==> src/rtl/axi_pkg.sv <==
// Shared AXI write-path constants, response codes and the write-router state encoding.
package axi_pkg;

    localparam logic [1:0] RespOkay   = 2'b00;
    localparam logic [1:0] RespSlvErr = 2'b10;
    localparam logic [1:0] RespDecErr = 2'b11;

    localparam logic [2:0] AwSizeDefault  = 3'd2;
    localparam logic [1:0] AwBurstDefault = 2'b01;

    typedef enum logic [2:0] {
        StIdle,
        StAddr,
        StData,
        StResp,
        StErrData,
        StErrResp
    } wr_state_t;

    // A single-slave build still needs a 1-bit select to index with.
    function automatic int unsigned sel_width(input int unsigned n);
        return (n > 1) ? $clog2(n) : 1;
    endfunction

endpackage

==> src/rtl/axi_wr_addr_decode.sv <==
// Maps the 64 KiB page (ADDR[31:16]) to a slave index; hit is low for unmapped pages.
module axi_wr_addr_decode
    import axi_pkg::*;
#(
    parameter int unsigned NUM_SLAVES = 2,
    parameter int unsigned SEL_BITS   = sel_width(NUM_SLAVES)
) (
    input  logic [15:0]         page_i,
    output logic [SEL_BITS-1:0] sel_o,
    output logic                hit_o
);

    assign hit_o = page_i < 16'(NUM_SLAVES);
    assign sel_o = page_i[SEL_BITS-1:0];

endmodule

==> src/rtl/axi_wr_router.sv <==
// Single-outstanding AXI write router: one master to NUM_SLAVES slaves, DECERR for unmapped pages.
// Optional WR_BEAT_CHECK_EN adds a beat counter, the sticky wr_err output and SLVERR override.
module axi_wr_router
    import axi_pkg::*;
#(
    parameter int unsigned NUM_SLAVES = 2,
    parameter int unsigned ID_BITS    = 4,
    parameter int unsigned IDS_BITS   = 8,
    parameter int unsigned ADDR_BITS  = 32,
    parameter int unsigned DATA_BITS  = 32
) (
    input  logic                                  clk,
    input  logic                                  rst,
    input  logic [ID_BITS-1:0]                    m_awid,
    input  logic [ADDR_BITS-1:0]                  m_awaddr,
    input  logic [3:0]                            m_awlen,
    input  logic [2:0]                            m_awsize,
    input  logic [1:0]                            m_awburst,
    input  logic                                  m_awvalid,
    output logic                                  m_awready,
    input  logic [DATA_BITS-1:0]                  m_wdata,
    input  logic [DATA_BITS/8-1:0]                m_wstrb,
    input  logic                                  m_wlast,
    input  logic                                  m_wvalid,
    output logic                                  m_wready,
    input  logic                                  m_bready,
    output logic [ID_BITS-1:0]                    m_bid,
    output logic [1:0]                            m_bresp,
    output logic                                  m_bvalid,
    output logic [NUM_SLAVES-1:0][IDS_BITS-1:0]   s_awid,
    output logic [NUM_SLAVES-1:0][ADDR_BITS-1:0]  s_awaddr,
    output logic [NUM_SLAVES-1:0][3:0]            s_awlen,
    output logic [NUM_SLAVES-1:0][2:0]            s_awsize,
    output logic [NUM_SLAVES-1:0][1:0]            s_awburst,
    output logic [NUM_SLAVES-1:0]                 s_awvalid,
    input  logic [NUM_SLAVES-1:0]                 s_awready,
    output logic [NUM_SLAVES-1:0][DATA_BITS-1:0]  s_wdata,
    output logic [NUM_SLAVES-1:0][DATA_BITS/8-1:0] s_wstrb,
    output logic [NUM_SLAVES-1:0]                 s_wlast,
    output logic [NUM_SLAVES-1:0]                 s_wvalid,
    input  logic [NUM_SLAVES-1:0]                 s_wready,
    input  logic [NUM_SLAVES-1:0][IDS_BITS-1:0]   s_bid,
    input  logic [NUM_SLAVES-1:0][1:0]            s_bresp,
    input  logic [NUM_SLAVES-1:0]                 s_bvalid,
    output logic [NUM_SLAVES-1:0]                 s_bready,
`ifdef WR_BEAT_CHECK_EN
    output logic                                  wr_err,
`endif
    output logic                                  wr_busy
);

    localparam int unsigned SelBits = sel_width(NUM_SLAVES);

    wr_state_t              state_q, state_d;
    logic [ID_BITS-1:0]     id_q, id_d;
    logic [ADDR_BITS-1:0]   addr_q, addr_d;
    logic [3:0]             len_q, len_d;
    logic [2:0]             size_q, size_d;
    logic [1:0]             burst_q, burst_d;
    logic [SelBits-1:0]     sel_q, sel_d;
    logic [SelBits-1:0]     dec_sel;
    logic                   dec_hit;

    // Upper slave ID bits carry only the zero pad and are dropped on the way back.
    logic                   unused_bid;
    assign unused_bid = ^s_bid;

`ifdef WR_BEAT_CHECK_EN
    logic [3:0] beat_q, beat_d;
    logic       err_q, err_d;
    assign wr_err = err_q;
`endif

    axi_wr_addr_decode #(
        .NUM_SLAVES (NUM_SLAVES),
        .SEL_BITS   (SelBits)
    ) u_decode (
        .page_i (m_awaddr[31:16]),
        .sel_o  (dec_sel),
        .hit_o  (dec_hit)
    );

    assign wr_busy = (state_q != StIdle);

    always_comb begin
        state_d   = state_q;
        id_d      = id_q;
        addr_d    = addr_q;
        len_d     = len_q;
        size_d    = size_q;
        burst_d   = burst_q;
        sel_d     = sel_q;
`ifdef WR_BEAT_CHECK_EN
        beat_d    = beat_q;
        err_d     = err_q;
`endif
        m_awready = 1'b0;
        m_wready  = 1'b0;
        m_bvalid  = 1'b0;
        m_bresp   = RespOkay;
        m_bid     = '0;
        for (int k = 0; k < NUM_SLAVES; k++) begin
            s_awid[k]    = '0;
            s_awaddr[k]  = '0;
            s_awlen[k]   = '0;
            s_awsize[k]  = AwSizeDefault;
            s_awburst[k] = AwBurstDefault;
            s_awvalid[k] = 1'b0;
            s_wdata[k]   = '0;
            s_wstrb[k]   = '1;
            s_wlast[k]   = 1'b0;
            s_wvalid[k]  = 1'b0;
            s_bready[k]  = 1'b0;
        end

        unique case (state_q)
            StIdle: begin
                m_awready = 1'b1;
                if (m_awvalid) begin
                    id_d    = m_awid;
                    addr_d  = m_awaddr;
                    len_d   = m_awlen;
                    size_d  = m_awsize;
                    burst_d = m_awburst;
                    sel_d   = dec_sel;
                    state_d = dec_hit ? StAddr : StErrData;
`ifdef WR_BEAT_CHECK_EN
                    err_d   = 1'b0;
                    beat_d  = '0;
`endif
                end
            end
            StAddr: begin
                for (int k = 0; k < NUM_SLAVES; k++) begin
                    if (sel_q == SelBits'(k)) begin
                        s_awid[k]    = IDS_BITS'(id_q);
                        s_awaddr[k]  = addr_q;
                        s_awlen[k]   = len_q;
                        s_awsize[k]  = size_q;
                        s_awburst[k] = burst_q;
                        s_awvalid[k] = 1'b1;
                        if (s_awready[k]) begin
                            state_d = StData;
                        end
                    end
                end
`ifdef WR_BEAT_CHECK_EN
                beat_d = '0;
`endif
            end
            StData: begin
                for (int k = 0; k < NUM_SLAVES; k++) begin
                    if (sel_q == SelBits'(k)) begin
                        s_wdata[k]  = m_wdata;
                        s_wstrb[k]  = m_wstrb;
                        s_wlast[k]  = m_wlast;
                        s_wvalid[k] = m_wvalid;
                        m_wready    = s_wready[k];
                    end
                end
                if (m_wvalid && m_wready && m_wlast) begin
                    state_d = StResp;
                end
            end
            StResp: begin
                for (int k = 0; k < NUM_SLAVES; k++) begin
                    if (sel_q == SelBits'(k)) begin
                        m_bvalid    = s_bvalid[k];
                        m_bresp     = s_bresp[k];
                        m_bid       = s_bid[k][ID_BITS-1:0];
                        s_bready[k] = m_bready;
`ifdef WR_BEAT_CHECK_EN
                        if (err_q && (s_bresp[k] == RespOkay)) begin
                            m_bresp = RespSlvErr;
                        end
`endif
                    end
                end
                if (m_bvalid && m_bready) begin
                    state_d = StIdle;
                end
            end
            StErrData: begin
                m_wready = 1'b1;
                if (m_wvalid && m_wlast) begin
                    state_d = StErrResp;
                end
            end
            StErrResp: begin
                m_bvalid = 1'b1;
                m_bresp  = RespDecErr;
                m_bid    = id_q;
                if (m_bready) begin
                    state_d = StIdle;
                end
            end
            default: state_d = StIdle;
        endcase

`ifdef WR_BEAT_CHECK_EN
        // Early WLAST or a missing WLAST on the final beat both flag a length violation.
        if (((state_q == StData) || (state_q == StErrData)) && m_wvalid && m_wready) begin
            if (m_wlast != (beat_q == len_q)) begin
                err_d = 1'b1;
            end
            beat_d = beat_q + 4'd1;
        end
`endif
    end

    always_ff @(posedge clk or negedge rst) begin
        if (!rst) begin
            state_q <= StIdle;
            id_q    <= '0;
            addr_q  <= '0;
            len_q   <= '0;
            size_q  <= '0;
            burst_q <= '0;
            sel_q   <= '0;
`ifdef WR_BEAT_CHECK_EN
            beat_q  <= '0;
            err_q   <= 1'b0;
`endif
        end else begin
            state_q <= state_d;
            id_q    <= id_d;
            addr_q  <= addr_d;
            len_q   <= len_d;
            size_q  <= size_d;
            burst_q <= burst_d;
            sel_q   <= sel_d;
`ifdef WR_BEAT_CHECK_EN
            beat_q  <= beat_d;
            err_q   <= err_d;
`endif
        end
    end

endmodule

==> config.mk <==
export PLATFORM = sky130hd
export DESIGN_NAME = axi_wr_router
export DESIGN_NICKNAME = d
export VERILOG_FILES = /design/src/rtl/axi_pkg.sv /design/src/rtl/axi_wr_addr_decode.sv /design/src/rtl/axi_wr_router.sv
export SDC_FILE = /design/constraint.sdc
export NUM_CORES = 1
export LEC_CHECK = 0
export ABC_AREA = 1
export BUFFER_PORTS_ARGS = -buffer_cell sky130_fd_sc_hd__buf_4
export CORE_AREA = 3 3 115 117
export DETAILED_ROUTE_END_ITERATION = 10
export DIE_AREA = 0 0 118 120
export HOLD_SLACK_MARGIN = 0.12
export PLACE_DENSITY = 0.7
export SLEW_MARGIN = 40
export SYNTH_ARGS = -nofsm -noshare
export SYNTH_HDL_FRONTEND = slang
export SYNTH_SLANG_ARGS = --single-unit
==> constraint.sdc <==
create_clock -name clk -period 1.9 [get_ports clk]
set_input_delay 0.095 -clock clk [delete_from_list [all_inputs] [get_ports clk]]
set_output_delay 0.095 -clock clk [all_outputs]
set_load 0.01 [all_outputs]
Word level (Yosys, flattened, before mapping)
Index checks and enable logic that the tools add are counted.

cells by class
  magnitude comparators = 1
  equality and inequality tests = 10
  mux-type cells = 55
  reduce and logical (&&, ||, !) cells = 8

operators with widths
  cell                                                          number
  2-to-1 mux 32 bit                                             4
  2-to-1 mux 64 bit                                             2
  2-to-1 mux 3 bit                                              12
  2-to-1 mux 4 bit                                              8
  case mux 3 bit (6 select lines)                               1
  less-than comparator 16 x 2 -> 1 bit (second input constant)  1
  2-to-1 mux 8 bit                                              2
  2-to-1 mux 2 bit                                              7
  2-to-1 mux 1 bit                                              13
  2-to-1 mux 12 bit                                             1
  != test 2 bit (second input constant)                         5
  case mux 4 bit (2 select lines)                               1
  equality test 3 x 2 -> 1 bit (second input constant)          2
  equality test 3 bit (second input constant)                   2
  2-to-1 mux 6 bit                                              1
  AND reduction 5 bit                                           1
  logical AND 1 bit                                             4
  case mux 1 bit (2 select lines)                               2
  case mux 2 bit (2 select lines)                               1
  equality test 3 x 1 -> 1 bit (second input constant)          1
  zero test 3 bit                                               1
  nonzero test 3 bit                                            1
  AND reduction 2 bit                                           1

word-level totals
  register bits after elaboration = 49
  output and inout port bits = 188
  logic and storage cells = 81

Depth between registers and ports, before layout
Gate-level depths: netlist (run 1).

  word-level depth = 6
  mapped depth = 10

Hierarchy
From an unflattened synthesis (run 1), not the netlist that was laid out.

second synthesis, totals
  cell total of the unflattened synthesis = 545
  area, all modules = 3318.2 µm²

modules (own cells, without submodules)
  module              times used  cells each  area each (µm²)  seq. area each (µm²)
  axi_wr_router       1           516         3205.6           1226.2
  axi_wr_addr_decode  1           29          112.6            0.0

Worst setup path before layout (run 1)
Ideal clock, no wire load.

  kind = flip-flop to output port
  start = register state_q[2]
  end = output s_awaddr[32] (netlist bit)
  arrival = 1294 ps
  required time = 1805 ps
  slack = 511 ps
  stages on the path, launching flop included = 7
  path through = dfrtp_1 inv_2 nand3_2 nor2_2 inv_2 buf_4 nor2_1

RTL lines
  what                      RTL line              RTL
  start: declaration        axi_wr_router.sv:54   wr_state_t state_q, state_d;
  start signal: assignment  axi_wr_router.sv:213  state_q <= StIdle;
  start signal: assignment  axi_wr_router.sv:225  state_q <= state_d;
  end: declaration          axi_wr_router.sv:31   output logic [NUM_SLAVES-1:0][ADDR_BITS-1:0] s_awaddr,

==> flow_summary.ini, run 1 <==
[timing]
hold_violations = 0
maxSlewHeadroom_pct = 58.1
worstMarginPinSlew_ps = 629
fin_setup_tns_ps = 0
fin_worst_skew_ps = 4.51
rsz0062_at_grt = no
finalCritPeriodShare_pct = 94.7
report.final.slew_viol_count = 0
layout_min_cycle_time_ps = 1800
finalSetupViolCount = 0
max_freq_mhz = 556

[global_route]
gr-total-overflow = 0
grt_pass1_vias = 4180
track_usage_pct = 18.9
antenna_found_initial = 1
grt_max_degree = 61
grt_pass1_wl_um = 21700

[clock_tree]
clk_pin_slew_ps = 60
cts-root-buf = clkbuf_16
worstSkewPairLatency_ps = 290
cts_buffers = 5
clock_sinks = 48
cts_tree = yes
cts_buffer_depth = 2
ctsHtreeMaxLevel = 2

[logic_synthesis]
synthCells = 530
synthMuxAreaShare_pct = 0
synth_area_um2 = 3330
ys_top_cells_by_area = dfrtp_1, nor2_1, inv_1
synth_seq_area_share_pct = 36.0
synth_compound_area_share_pct = 8.41
synthSimpleGateAreaFrac_pct = 35.6
synth_adder_area_share_pct = 0
synth_area_leader_cell = dfrtp_1
synth_top_area_share_pct = 36.0
syn_area_per_cell_um2 = 6.29
synth.distinct_cells = 23
ys_ff_latch = 48
synth-xor-area-share_pct = 0
synth_top_family_by_area = simple AND/OR/NAND/NOR gates
yosys_warnings = 0

[power]
peakVddDrop_mv = 0.611
p_leak_nw = 3.69
powerDensity_nw_per_um2 = 1110
p_total_mw = 6.90

[routing]
num_vias = 4344
routed_via_density = 4.25
first_pass_iters = 4
first_iter_violations = 188
drcViolationCount = 0
routedWlPerCell_um = 13.8
antenna_left = 0
finalWirelength_um = 14100

[floorplanning]
core-area_um2 = 12500
initial_utilization_pct = 26.7
rows = 41
die-area_um2 = 14200
ioPinCount = 301
die_y_um = 120
die_w_um = 118

[finish]
syn2layout_area_growth_pct = 86.0
regArea_um2 = 1200
num-nets-final = 961
fill_cells = 1241
multiInputGateArea_um2 = 1530
drive_gt1_share_pct = 38.6

[place]
gp_congestion = 0.833
hpwlAfterDp_um = 10700
port_buffers = 283

[setup_path]
crit_required_ps = 1800
worstSetupStartpointType = register
end_kind = primary output
cp_max_fo = 42
setup.worst_path.class = register to primary output
arrival_ps = 1700

[status]
status = finished, final reports clean

[job]
maxCapViolCount = 0

[min_path]
hold_class = primary input to register
## cells in the final DEF (no fill, tap or decap), types with 3 or more instances in the layout
cell / n
buf_4: 291
nor2_1: 222
inv_1: 89
nand2_1: 48
dlygate4sd3_1: 46
dfrtp_1: 45
a21oi_1: 44
conb_1: 9
inv_2: 7
nor2_4: 7
nand3_1: 5
clkbuf_16: 5
o32ai_1: 4
nand2_2: 4
dfrtp_2: 3
## cell type report
cell class | count | area share, %
Inverter | 99 | 6.20
Sequential cell | 48 | 19.4
Multi-Input combinational cell | 355 | 24.6
Antenna cell | 1 | 0.0404
Clock inverter | 2 | 0.626
Timing Repair Buffer | 339 | 43.3
Tap cell | 172 | 3.47
Clock buffer | 6 | 2.24
## where the power goes
| part | internal, mW | total (mW) | switching [mW] |
|---|---|---|---|
| Clock | 0.659 | 1.05 | 0.386 |
| Sequential | 1.51 | 1.72 | 0.208 |
| Combinational | 1.70 | 4.13 | 2.43 |
| Total | 3.87 | 6.90 | 3.03 |
## synthesized netlist by cell type
| master | n |
|---|---|
| conb_1 | 1 |
| nor2_2 | 3 |
| nor2_1 | 222 |
| inv_2 | 9 |
| nand2_1 | 48 |
| inv_1 | 90 |
| nand3_2 | 1 |
| nand3b_1 | 1 |
| buf_4 | 24 |
| nor3_1 | 2 |
| nand3_1 | 5 |
| o31ai_1 | 2 |
| buf_6 | 8 |
| a21oi_1 | 44 |
| o21ai_0 | 1 |
| o32ai_1 | 4 |
| dfrtp_1 | 48 |
| nor2_4 | 4 |
| nand2_2 | 5 |
| o21ai_1 | 1 |
| nand2_4 | 1 |
| buf_2 | 4 |
| nand4_1 | 2 |
## what timing repair did
| action | 4_1_cts | 5_1_grt |
|---|---|---|
| buffers inserted | 2 | 2 |
| endpoints found under the hold margin | 93 | 0 |
| hold buffers | 46 | 0 |
| resized for setup | 6 | 8 |
| pin swaps | 0 | 2 |
| setup endpoints to repair | 142 | 114 |
## critical path, stage by stage, from the launching register on
cell and delay [ps]:
dfrtp_2 460, inv_2 140, nand3_4 130, nor2_4 200, inv_6 140, nor2_1 170
buf_4 150
## cells by family (layout without fill, tap and decap cells)
family | after synthesis | after routing
simple gates | 294 | 294
buf+inv | 135 | 446
other cells | 1 | 10
compound gates | 52 | 52
flops | 48 | 48
## flip-flops by register name, summed over array words and instances (netlist names)
register and flops:
addr_q 32, size_q 3, burst_q 2, id_q 4, len_q 4, state_q 3
## layer usage
| metal | wire (um) | GRT usage, % |
|---|---|---|
| met5 | 0 | 0 |
| met4 | 266 | 4.91 |
| met3 | 1250 | 5.14 |
| met2 | 7160 | 34.6 |
| met1 | 5400 | 21.6 |
## stage by stage
stage | cells | utilization, % | hold slack (ps) | instance area, um^2 | worst slack [ps]
3_5_place_dp | 963 | 44.0 | 161 | 5480 | 135
6_report | 1022 | 49.7 | 286 | 6200 | 100
3_3_place_gp | 963 | 44.0 | 158 | 5480 | 169
4_1_cts | 1019 | 49.3 | 268 | 6150 | 4.60
5_1_grt | 1022 | 49.7 | 335 | 6200 | 6.15
2_1_floorplan | 538 | - | -201 | 3360 | 511
## final timing paths
path,endpoint,slack [ps],from,depth (start not counted)
max in group asynchronous,state_q[1],1060,rst,2
hold reg to reg,addr_q[17],500,addr_q[17],2
setup reg to reg,state_q[1],370,addr_q[16],10
hold / removal,state_q[1],290,s_awready[0],7
setup / recovery,s_awlen[1],100,state_q[2],6
min in group asynchronous,addr_q[29],380,rst,2
Note: power is estimated with default switching activity, not from simulation.
==> run 2, diff against run 1 <==
--- a/config.mk
+++ b/config.mk
@@ -11,7 +11,7 @@
 export DETAILED_ROUTE_END_ITERATION = 10
 export DIE_AREA = 0 0 118 120
 export HOLD_SLACK_MARGIN = 0.12
-export PLACE_DENSITY = 0.7
+export PLACE_DENSITY = 0.71
 export SLEW_MARGIN = 40
 export SYNTH_ARGS = -nofsm -noshare
 export SYNTH_HDL_FRONTEND = slang
==> run 2 against run 1 <==
Net effect: routed wire length about the same; register-to-register slack about the same; power rose by 1.1%; utilization grew 0.25 points; die area did not move; via count is 1.1% higher; critical path depth unchanged; first-iteration DRC count increased by 7.4%; combinational power up 2%; sequential share of layout area shrank 0.12 points; clock-buffer cell count stayed put; clock skew barely moved; critical path type unchanged.
==> flow_summary.ini, run 2 (synthesis gave the netlist of run 1 again) <==
[status]
status = finished, final reports clean

[routing]
antenna_left = 0
first_iter_violations = 202
finalWirelength_um = 14100
first_pass_iters = 4
routedWlPerCell_um = 13.7
drcViolationCount = 0
num_vias = 4391
routed_via_density = 4.28

[clock_tree]
clk_pin_slew_ps = 70
cts_tree = yes
worstSkewPairLatency_ps = 290
cts_buffer_depth = 2
ctsHtreeMaxLevel = 2
cts-root-buf = clkbuf_16
clock_sinks = 48
cts_buffers = 5

[place]
place_inst = 966
port_buffers = 283
hpwlAfterDp_um = 10700
gp_congestion = 0.839
placed_cell_area_um2 = 5520

[job]
maxCapViolCount = 0

[power]
peakVddDrop_mv = 0.722
p_leak_nw = 3.70
powerDensity_nw_per_um2 = 1120

[min_path]
hold_class = primary input to register
whs_path_depth = 7
hold_start = s_awready[0]

[finish]
antenna_cells = 0
largest_register_ffs = 32
final_cell_mix = buf_4, nor2_1, inv_1
regArea_um2 = 1200
finalInstanceArea_um2 = 6230
top_register = addr_q
drive_gt1_share_pct = 38.9
multiInputGateArea_um2 = 1520
largestRegisters = addr_q (32), id_q (4), len_q (4)
fin_cells = 1026
num-nets-final = 966
syn2layout_area_growth_pct = 86.9
final_core_util_pct = 50.0
final_common_cell = buf_4
fill_cells = 1223

[setup_path]
end_kind = primary output
setup.worst_path.start = addr_q[16]
crit_required_ps = 1800
cp_max_fo = 27
arrival_ps = 1690
worstSetupStartpointType = register
r2r-start = state_q[0]
reg2regPathDepth = 8
setup.worst_path.class = register to primary output

[timing]
worstMarginPinSlew_ps = 627
maxSlewHeadroom_pct = 58.2
rsz0062_at_grt = no
fin_setup_tns_ps = 0
report.final.slew_viol_count = 0
layout_min_cycle_time_ps = 1780
finalCritPeriodShare_pct = 93.9
finalSetupViolCount = 0
max_freq_mhz = 561
hold_violations = 0
fin_worst_skew_ps = 4.91

[floorplanning]
ioPinCount = 301
core-area_um2 = 12500
initial_utilization_pct = 26.7
die_w_um = 118
die_y_um = 120
rows = 41
die-area_um2 = 14200

[global_route]
grt_pass1_wl_um = 21700
gr-total-overflow = 0
grt_pass1_vias = 4089
grt_max_degree = 60
antenna_found_initial = 0
track_usage_pct = 18.9
## run 2: layout make-up
type,count,share of cell area [%]
tap,172,3.46
inverter,99,6.09
clock buffer,6,2.23
timing repair buffer,344,43.9
clock inverter,2,0.623
sequential,48,19.3
multi-input combinational,355,24.4
## run 2: what timing repair did
| action | 4_1_cts | 5_1_grt |
|---|---|---|
| buffers inserted | 0 | 6 |
| hold buffers | 46 | 0 |
| pin swaps | 0 | 2 |
| setup endpoints to repair | 76 | 115 |
| endpoints found under the hold margin | 93 | 0 |
| gates resized for setup | 4 | 6 |
## run 2: routing by layer
metal | track usage, % | routed length, um
met2 | 34.5 | 7260
met3 | 5.28 | 1300
met5 | 0 | 0
met1 | 22.0 | 5310
met4 | 4.40 | 222
## run 2: worst paths after layout
| path | end | slack, ps |
|---|---|---|
| max | s_awaddr[49] | 120 |
| min | state_q[1] | 290 |
| max reg2reg | len_q[0] | 360 |
| min reg2reg | addr_q[17] | 500 |
| max in group asynchronous | state_q[1] | 1060 |
| min in group asynchronous | size_q[2] | 370 |
## run 2: through the flow
stage	hold slack, ps	total power [mW]	worst slack [ps]
2_1_floorplan	-201	4.06	511
3_3_place_gp	162	5.67	204
3_5_place_dp	158	5.72	162
4_1_cts	278	6.89	11.9
5_1_grt	338	7.54	8.18
6_report	292	6.97	117
## run 2: critical path: stages, from the launching register on
cell and delay (ps):
dfrtp_1 460, inv_4 220, nor2_4 60, inv_2 210
buf_12 210, nor2_1 70, buf_4 140
## run 2: power by group
group | switching, mW | internal [mW] | leakage, nW
Sequential | 0.175 | 1.51 | 0.523
Clock | 0.399 | 0.660 | 0.0871
Combinational | 2.46 | 1.76 | 3.09
Total | 3.04 | 3.93 | 3.70
==> run 3, diff against run 2 <==
==> constraint.sdc (replaced) <==
create_clock -name clk -period 1.9 [get_ports clk]
set_input_delay 0.285 -clock clk [delete_from_list [all_inputs] [get_ports clk]]
set_output_delay 0.285 -clock clk [all_outputs]
set_load 0.01 [all_outputs]
==> run 3 against run 2 <==
Net effect: cell area down 1.4%; sequential cell count unchanged; clock-buffer cell count down 1; combinational power up 7.1%; worst setup slack worse by 99 ps; utilization down 0.71 points; critical path depth up 1.
==> flow_summary.ini, run 3 (synthesis gave the netlist of run 1 again) <==
[status]
status = finished, final reports clean

[timing]
finalSetupViolCount = 0
hold_violations = 0
rsz0062_at_grt = yes
setup_ws_ps = 17.2
finalCritPeriodShare_pct = 99.1
maxSlewHeadroom_pct = 59.1
fin_worst_skew_ps = 3.75
fin_setup_tns_ps = 0
max_freq_mhz = 531
worstMarginPinSlew_ps = 613
layout_min_cycle_time_ps = 1880
report.final.slew_viol_count = 0

[global_route]
track_usage_pct = 18.1
grt_max_degree = 59
grt_pass1_wl_um = 20700
grt_pass1_vias = 3949
grtUsageMet1_pct = 20.2
busiest_layer = met2
grt_use_met3_pct = 6.31
antenna_found_initial = 0
use_met2_pct = 32.9
gr-total-overflow = 0

[power]
p_leak_nw = 3.62
powerDensity_nw_per_um2 = 1200
peakVddDrop_mv = 0.707

[finish]
fill_cells = 1272
largest_register_ffs = 32
top_register = addr_q
antenna_cells = 0
drive_gt1_share_pct = 47.3
num-nets-final = 931
largestRegisters = addr_q (32), id_q (4), len_q (4)
regArea_um2 = 1210
final_cell_mix = buf_4, nor2_1, inv_1
fin_cells = 990
final_common_cell = buf_4
multiInputGateArea_um2 = 1720
syn2layout_area_growth_pct = 84.2

[routing]
finalWirelength_um = 13900
num_vias = 4181
first_iter_violations = 138
drcViolationCount = 0
routed_via_density = 4.22
routedWlPerCell_um = 14.0
first_pass_iters = 4
antenna_left = 0

[place]
pre_cts_slack_ps = 58.5
hpwlAfterDp_um = 10700
place_inst = 970
gp_congestion = 0.856
port_buffers = 283

[clock_tree]
clk_pin_slew_ps = 60
cts_buffer_depth = 2
cts_buffers = 5
worstSkewPairLatency_ps = 290
cts-root-buf = clkbuf_16
clock_sinks = 48
ctsHtreeMaxLevel = 2
cts_tree = yes

[setup_path]
cpMostUsedCell = nor2_4
cp_num_cells = 7
r2r-start = state_q[0]
reg2regPathDepth = 8
cp_max_fo = 24
max_stage_delay_ps = 460
crit_required_ps = 1620
setup.worst_path.class = register to primary output
worstSetupStartpointType = register
setup.worst_path.start = state_q[0]
path_delay_family = simple AND/OR/NAND/NOR gates
arrival_ps = 1600
crit_buf_inv = 3
crit_slowest_cell = dfrtp_2
end_kind = primary output
path_cells = nor2_4, nand2_4, nor2_4, clkinv_4, buf_12, nor2_2, buf_4

[min_path]
whs_path_depth = 3
hold_class = primary input to register
hold_start = m_awaddr[1]

[floorplanning]
initial_utilization_pct = 26.7
rows = 41
die_w_um = 118
ioPinCount = 301
core-area_um2 = 12500
die-area_um2 = 14200
die_y_um = 120

[job]
maxCapViolCount = 0
## run 3: cell count changes in the layout (fill, tap and decap cells not counted), moves of 3 or more
cell / before / now
buf_6: 0 / 5
inv_2: 7 / 2
nor2_2: 1 / 29
nor2_4: 6 / 14
o32ai_1: 4 / 0
dlygate4sd3_1: 46 / 1
buf_4: 295 / 298
nor2_1: 222 / 186
## run 3: path summary, 6_finish.rpt
kind                               endpoint  slack, ps
worst max-delay path            s_wdata[42]         20
worst max register to register    size_q[2]        390
worst min-delay path              addr_q[1]        240
min in group asynchronous         size_q[2]        550
worst min register to register   addr_q[17]        500
max in group asynchronous        addr_q[16]        900
## run 3: where the power goes
group / switching (mW) / total (mW) / leakage, nW / internal, mW
combinational: 2.62 / 4.53 / 3.00 / 1.91
clock: 0.370 / 1.12 / 0.0899 / 0.747
sequential: 0.194 / 1.71 / 0.521 / 1.51
total: 3.19 / 7.36 / 3.62 / 4.17
## run 3: per-stage QoR
stage | cell area, um^2 | hold WS (ps) | power (mW) | utilization [%]
2_1_floorplan | 3360 | -10.6 | 4.06 | -
3_3_place_gp | 5550 | 353 | 5.72 | 44.5
3_5_place_dp | 5550 | 345 | 5.77 | 44.5
4_1_cts | 5870 | 236 | 7.10 | 47.1
5_1_grt | 6140 | 248 | 7.97 | 49.2
6_report | 6140 | 242 | 7.36 | 49.2
## run 3: metal layers
metal	wire length, um	up-vias
li1	-	2105
met1	5260	1880
met2	7130	186
met3	1300	10
met4	178	0
met5	0	-
## run 3: worst min-delay path, stage by stage
cell	delay (ps)
buf_4	80
nor2_1	30
a21oi_1	90
## run 3: cell type report
| class | instances | share of cell area [%] |
|---|---|---|
| Clock inverter | 2 | 0.978 |
| Sequential cell | 48 | 19.6 |
| Clock buffer | 5 | 2.04 |
| Inverter | 99 | 6.58 |
| Timing Repair Buffer | 309 | 39.2 |
| Multi-Input combinational cell | 355 | 28.1 |
| Tap cell | 172 | 3.51 |
## run 3: timing repair
| action | in CTS | in global routing |
|---|---|---|
| gates cloned | 0 | 2 |
| pin swaps | 4 | 5 |
| endpoints found under the setup margin | 111 | 130 |
| resized for setup | 23 | 60 |
| setup buffers | 6 | 4 |
| hold buffers | 1 | 0 |
| hold endpoints to repair | 48 | 0 |
